## src/rtl/trap_ctrl_pkg.sv

```systemverilog
// Shared types, CSR constants and mstatus update helpers for trap_ctrl.
package trap_ctrl_pkg;

    localparam int CPU_WIDTH = 32;

    typedef enum logic [1:0] {
        ST_IDLE  = 2'd0,
        ST_TRAP  = 2'd1,
        ST_REDIR = 2'd2
    } state_e;

    typedef enum logic [1:0] {
        EV_ECALL = 2'd0,
        EV_MRET  = 2'd1,
        EV_INTR  = 2'd2
    } event_e;

    localparam logic [CPU_WIDTH-1:0] MCAUSE_ECALL_M = CPU_WIDTH'(11);
    localparam logic [CPU_WIDTH-1:0] MCAUSE_MTI =
        {1'b1, {(CPU_WIDTH-4){1'b0}}, 3'd7};

    localparam int MSTATUS_MIE    = 3;
    localparam int MSTATUS_MPIE   = 7;
    localparam int MSTATUS_MPP_LO = 11;
    localparam int MSTATUS_MPP_HI = 12;

    function automatic logic [CPU_WIDTH-1:0] trap_mstatus(
        input logic [CPU_WIDTH-1:0] ms
    );
        logic [CPU_WIDTH-1:0] r;
        r = ms;
        r[MSTATUS_MPIE] = ms[MSTATUS_MIE];
        r[MSTATUS_MIE]  = 1'b0;
        r[MSTATUS_MPP_HI:MSTATUS_MPP_LO] = 2'b11;
        return r;
    endfunction

    function automatic logic [CPU_WIDTH-1:0] mret_mstatus(
        input logic [CPU_WIDTH-1:0] ms
    );
        logic [CPU_WIDTH-1:0] r;
        r = ms;
        r[MSTATUS_MIE]  = ms[MSTATUS_MPIE];
        r[MSTATUS_MPIE] = 1'b1;
        r[MSTATUS_MPP_HI:MSTATUS_MPP_LO] = 2'b11;
        return r;
    endfunction

endpackage

```

## src/rtl/trap_ctrl_mtimer.sv

```systemverilog
// Machine timer: prescaler, 64-bit mtime, mtimecmp and registered mtip.
module mtimer #(
    parameter int TIMER_DIV = 1
) (
    input  logic        i_clk,
    input  logic        i_rst_n,
    input  logic        i_cmp_wen,
    input  logic [63:0] i_cmp_wdata,
    output logic [63:0] o_mtime,
    output logic        o_mtip
);

    localparam int PW = (TIMER_DIV > 1) ? $clog2(TIMER_DIV) : 1;

    logic [PW-1:0] presc_q, presc_d;
    logic [63:0]   mtime_q, mtime_d;
    logic [63:0]   mtimecmp_q, mtimecmp_d;
    logic          mtip_q, mtip_d;
    logic          tick;

    always_comb begin
        tick       = (presc_q == PW'(TIMER_DIV - 1));
        presc_d    = tick ? '0 : presc_q + 1'b1;
        mtime_d    = tick ? mtime_q + 64'd1 : mtime_q;
        mtimecmp_d = i_cmp_wen ? i_cmp_wdata : mtimecmp_q;
        mtip_d     = (mtime_q >= mtimecmp_q);
    end

    always_ff @(posedge i_clk or negedge i_rst_n) begin
        if (!i_rst_n) begin
            presc_q    <= '0;
            mtime_q    <= '0;
            mtimecmp_q <= '1;
            mtip_q     <= 1'b0;
        end else begin
            presc_q    <= presc_d;
            mtime_q    <= mtime_d;
            mtimecmp_q <= mtimecmp_d;
            mtip_q     <= mtip_d;
        end
    end

    assign o_mtime = mtime_q;
    assign o_mtip  = mtip_q;

endmodule

```

## src/rtl/trap_ctrl.sv

```systemverilog
// Trap sequencer: ecall/mret/timer interrupt to CSR writes and PC redirect.
// Timer interrupt path is built only with TRAP_TIMER_INTR_EN defined.
module trap_ctrl
    import trap_ctrl_pkg::*;
#(
    parameter int TIMER_DIV = 1
) (
    input  logic                 i_clk,
    input  logic                 i_rst_n,
    input  logic                 i_instr_valid,
    input  logic [CPU_WIDTH-1:0] i_pc,
    input  logic                 i_ecall,
    input  logic                 i_mret,
    input  logic [CPU_WIDTH-1:0] i_mtvec,
    input  logic [CPU_WIDTH-1:0] i_mstatus,
    input  logic [CPU_WIDTH-1:0] i_mepc,
    input  logic                 i_mtimecmp_wen,
    input  logic [63:0]          i_mtimecmp_wdata,
    output logic                 o_mepc_wen,
    output logic [CPU_WIDTH-1:0] o_mepc_wdata,
    output logic                 o_mcause_wen,
    output logic [CPU_WIDTH-1:0] o_mcause_wdata,
    output logic                 o_mstatus_wen,
    output logic [CPU_WIDTH-1:0] o_mstatus_wdata,
    output logic                 o_redirect_valid,
    output logic [CPU_WIDTH-1:0] o_redirect_pc,
    input  logic                 i_redirect_ready,
    output logic                 o_stall,
    output logic [63:0]          o_mtime,
    output logic                 o_mtip
);

    state_e               state_q, state_d;
    event_e               kind_q, kind_d;
    logic [CPU_WIDTH-1:0] pc_q, pc_d;
    logic [CPU_WIDTH-1:0] tgt_q, tgt_d;
    logic                 take_intr;
    logic                 accept;
    logic                 unused_in;

`ifdef TRAP_TIMER_INTR_EN
    mtimer #(
        .TIMER_DIV (TIMER_DIV)
    ) u_mtimer (
        .i_clk       (i_clk),
        .i_rst_n     (i_rst_n),
        .i_cmp_wen   (i_mtimecmp_wen),
        .i_cmp_wdata (i_mtimecmp_wdata),
        .o_mtime     (o_mtime),
        .o_mtip      (o_mtip)
    );

    assign take_intr = o_mtip & i_mstatus[MSTATUS_MIE];
    assign unused_in = ^i_mtvec[1:0];
`else
    assign o_mtime   = '0;
    assign o_mtip    = 1'b0;
    assign take_intr = 1'b0;
    assign unused_in = ^{i_mtvec[1:0], i_mtimecmp_wen,
                         i_mtimecmp_wdata, TIMER_DIV[0]};
`endif

    always_comb begin
        state_d = state_q;
        kind_d  = kind_q;
        pc_d    = pc_q;
        tgt_d   = tgt_q;
        accept  = 1'b0;
        unique case (state_q)
            ST_IDLE: begin
                if (i_instr_valid) begin
                    if (i_mret) begin
                        accept = 1'b1;
                        kind_d = EV_MRET;
                        tgt_d  = i_mepc;
                    end else if (i_ecall) begin
                        accept = 1'b1;
                        kind_d = EV_ECALL;
                        tgt_d  = {i_mtvec[CPU_WIDTH-1:2], 2'b00};
                    end else if (take_intr) begin
                        accept = 1'b1;
                        kind_d = EV_INTR;
                        tgt_d  = {i_mtvec[CPU_WIDTH-1:2], 2'b00};
                    end
                end
                if (accept) begin
                    pc_d    = i_pc;
                    state_d = ST_TRAP;
                end
            end
            ST_TRAP:  state_d = ST_REDIR;
            ST_REDIR: if (i_redirect_ready) state_d = ST_IDLE;
            default:  state_d = ST_IDLE;
        endcase
    end

    // Write data is forced to zero whenever its strobe is low.
    always_comb begin
        o_mstatus_wen   = (state_q == ST_TRAP);
        o_mepc_wen      = o_mstatus_wen && (kind_q != EV_MRET);
        o_mcause_wen    = o_mepc_wen;
        o_mepc_wdata    = o_mepc_wen ? pc_q : '0;
        o_mcause_wdata  = '0;
        o_mstatus_wdata = '0;
        if (o_mcause_wen)
            o_mcause_wdata = (kind_q == EV_INTR) ? MCAUSE_MTI
                                                 : MCAUSE_ECALL_M;
        if (o_mstatus_wen)
            o_mstatus_wdata = (kind_q == EV_MRET) ? mret_mstatus(i_mstatus)
                                                  : trap_mstatus(i_mstatus);
        o_redirect_valid = (state_q == ST_REDIR);
        o_redirect_pc    = o_redirect_valid ? tgt_q : '0;
        o_stall          = accept || (state_q != ST_IDLE);
    end

    always_ff @(posedge i_clk or negedge i_rst_n) begin
        if (!i_rst_n) begin
            state_q <= ST_IDLE;
            kind_q  <= EV_ECALL;
            pc_q    <= '0;
            tgt_q   <= '0;
        end else begin
            state_q <= state_d;
            kind_q  <= kind_d;
            pc_q    <= pc_d;
            tgt_q   <= tgt_d;
        end
    end

endmodule
```

## config.mk

```make
export PLATFORM = sky130hd
export DESIGN_NAME = trap_ctrl
export DESIGN_NICKNAME = d
export VERILOG_FILES = /design/src/rtl/trap_ctrl_pkg.sv /design/src/rtl/trap_ctrl_mtimer.sv /design/src/rtl/trap_ctrl.sv
export SDC_FILE = /design/constraint.sdc
export NUM_CORES = 1
export LEC_CHECK = 0
export ABC_AREA = 0
export ABC_CLOCK_PERIOD_IN_PS = 3350
export BUFFER_PORTS_ARGS = -buffer_cell sky130_fd_sc_hd__clkbuf_2
export CAP_MARGIN = 20
export CORE_AREA = 2 2 153 155
export DETAILED_ROUTE_END_ITERATION = 10
export DIE_AREA = 0 0 155 157
export HOLD_SLACK_MARGIN = 0.05
export MAX_ROUTING_LAYER = met4
export SLEW_MARGIN = 20
export SYNTH_ARGS = -nofsm -noshare
export SYNTH_HDL_FRONTEND = slang
export SYNTH_HIERARCHICAL = 1
export SYNTH_SLANG_ARGS = --single-unit
```

## constraint.sdc

```tcl
create_clock -name i_clk -period 3.35 [get_ports i_clk]
set_clock_uncertainty 0.1 [all_clocks]
set_input_delay 0.1675 -clock i_clk [delete_from_list [all_inputs] [get_ports i_clk]]
set_output_delay 0.1675 -clock i_clk [all_outputs]
set_load 0.02 [all_outputs]
```

==> results by group <==
Die
  • Initial Utilization: between 10% and 20%
  • # IOs: 397
  • Core Region: around 0.023 mm^2
  • Die Width: approximately 160 um
  • Std-Cell Rows: 55
  • Die Area: about 0.024 mm^2
  • Die height: 157 um

Pwr
  • Static Leak: 3.229 nW
  • Pwr Density: 612.2 mW/mm^2
  • Total power: roughly 3.8 mW
  • Peak supply drop: about 260 uV

Synthesis
  • Top cell type's share of synthesized area: a little under two fifths
  • Most common cell in the netlist: buf_4
  • Mapped Cells: 392
  • EDFF count, synth: 0
  • Unique masters post-synth: 19
  • List of most frequent post-synthesis cells: 100 x buf_4, 90 x and2_1, 67 x dfrtp_1, 56 x mux2_2, 37 x mux2_4
  • Area leader, netlist: dfrtp_1
  • Ys flop type: dfrtp_1
  • Yosys warns: 6
  • Post-synthesis cell area: about 0.0044 mm^2
  • Post-synth ARST share: between 90% and 100%
  • FF+latch count, synth: 67
  • Register area share after synthesis: 37.87%
  • Top cells by area, synth: dfrtp_1 38%, buf_4 17%, mux2_2 14%
  • Avg Cell Area, Syn: 11.29 um^2

Timing
  • Finish-stage setup viols: 0
  • Worst-Margin Slew: 901.0 ps
  • Final Hold Vio Count: 0
  • Fmax: 431.1 MHz
  • Final Max Tran Viols: 0
  • Tcrit/Tclk final: 69.24%
  • Setup tns final: 0 ps
  • Minimum clock period: 2320 ps
  • Slew HR: 39.93%
  • Unrepaired setup endpoints after global routing: false

Clock tree
  • Clk Latency, worst-skew pair: 330 ps
  • H-tree levels: 3
  • TritonCTS buffer count: 9
  • CTS root buf: clkbuf_16
  • Post-CTS Resized: 0
  • Clock slew at reported path FFs: 60 ps
  • CTS tree: yes
  • Clock sinks: 67
  • Max clock buf depth: 2

Route
  • Final Routed Wirelength: 11310 um
  • DRT Pass-1 Iters: 4
  • Vias/cell: approximately 3.6
  • Remaining DRCs: 0
  • WL per Instance: roughly 12 um
  • DRT iter0 DRCs: 53
  • Vias after detailed routing: 3400
  • Routed Antenna Nets: 0

Place
  • Final HPWL DP: 8254 um
  • RePlAce Congestion: 0.7183
  • I/O Buffers: 233
  • Post-Place Cell Area: 0.005469 mm^2

Global route
  • First-pass GRT wire length: 16850 um
  • Tot GR Track Use: 9.374%
  • Initial antenna violation count: 0
  • Vias in the first global route: 3294
  • Largest net degree at the start of global routing: 68
  • Gr ovfl total: 0

Hold path
  • Hold crit path type: primary input to flop

Cells and area
  • Layout net count: around 850
  • Design area: 0.006142 mm^2
  • Area Growth Syn to Fin: 38.75%
  • Layout cell share with drive strength beyond 1: a little over half
  • Finished Core Util: 27.30%
  • # fillers: 2382

Setup path
  • Crit end category: primary output
  • Crit-path max FO: 32
  • Critical Path RT: 3080 ps
  • CP Launch Type: flop
  • Kind of critical path: flop to primary output
  • Critical path data arrival time: around 2100 ps

Job
  • Max cap viols: 0

Run status
  • Run status: completed
per-stage QoR:
step | std cells | hold slack [ps] | setup slack [ps]
floorplan | 485 | -228.1 | 1736
global placement | 887 | 260.3 | 1372
detailed placement | 887 | 263.4 | 1330
CTS | 939 | 71.56 | 953.4
global route | 939 | 84.23 | 889.4
finish | 940 | 87.23 | 1030
cell families after synthesis:
logic type             Yosys count  synth area share [%]
buffers and inverters          124                 20.15
and+or+nand+nor                103                 14.39
muxes                           93                 26.79
DFF                             67                 37.87
AOI/OAI and AO/OA                4                0.7066
other                            1               0.08471
per-layer routing:
layer	share of wire (%)	routed length, um	track usage [%]	vias to the layer above
met5	0	0	-	-
met4	1.6	177	3.527	0
met3	7.2	815	2.285	7
met2	50	5702	16.55	216
met1	41	4614	10.24	1587
li1	-	-	-	1590
final timing paths:
kind	slack (ps)	endpoint	startpoint	cells after the start
max in group asynchronous	2150	pc_q[3]	i_rst_n	2
min	90	tgt_q[1]	i_instr_valid	3
min reg2reg	390	pc_q[21]	pc_q[21]	1
max reg2reg	1590	pc_q[20]	state_q[0]	3
max	1030	o_mstatus_wdata[2]	state_q[1]	4
min in group asynchronous	400	tgt_q[13]	i_rst_n	2
repair_timing:
action,4_1_cts,5_1_grt
hold buffers,36,0
hold endpoints to repair,102,0
buffers inserted,0,0
critical path: stages, from the launching register on:
cell and delay [ps]:
dfrtp_1 420, nand2b_1 280, inv_1 560, and2_1 270, clkbuf_2 190
cells in the final DEF (no fill, tap or decap):
master and count:
o21ai_4 1, buf_4 4, diode_2 1, and3_1 1, buf_12 1, dlygate4sd3_1 36, inv_1 4, o21ai_0 3
nand4_1 2, and2_1 90, clkbuf_2 232, clkbuf_16 9, mux2_4 37, conb_1 94, mux2_2 56, nor2b_1 1
nand2_1 1, nor2_2 1, clkbuf_1 2, bufinv_16 2, clkinvlp_4 1, nor2_1 5, nor3_4 1, dfrtp_1 67
clkinv_2 2, nand2b_1 1
cell type report:
class	instances	area [um^2]	share of cell area [%]
tap	285	356.6	5.806
timing repair buffer	273	1572	25.59
multi-input combinational	294	2210	35.97
inverter	4	15.01	0.2444
clock inverter	5	77.57	1.263
clock buffer	11	232.7	3.789
antenna	1	2.502	0.04074
sequential	67	1677	27.30
flip-flops by register name, summed over array words and instances, names as in the netlist:
signal,count
pc_q,32
state_q,2
tgt_q,32
kind_q,1
power by group:
part / leakage [nW] / internal (mW) / switching (mW)
clock network: 0.150 / 0.650 / 0.356
logic: 2.29 / 0.709 / 0.734
registers: 0.786 / 1.14 / 0.170
Power figures use the tool's default switching activity.
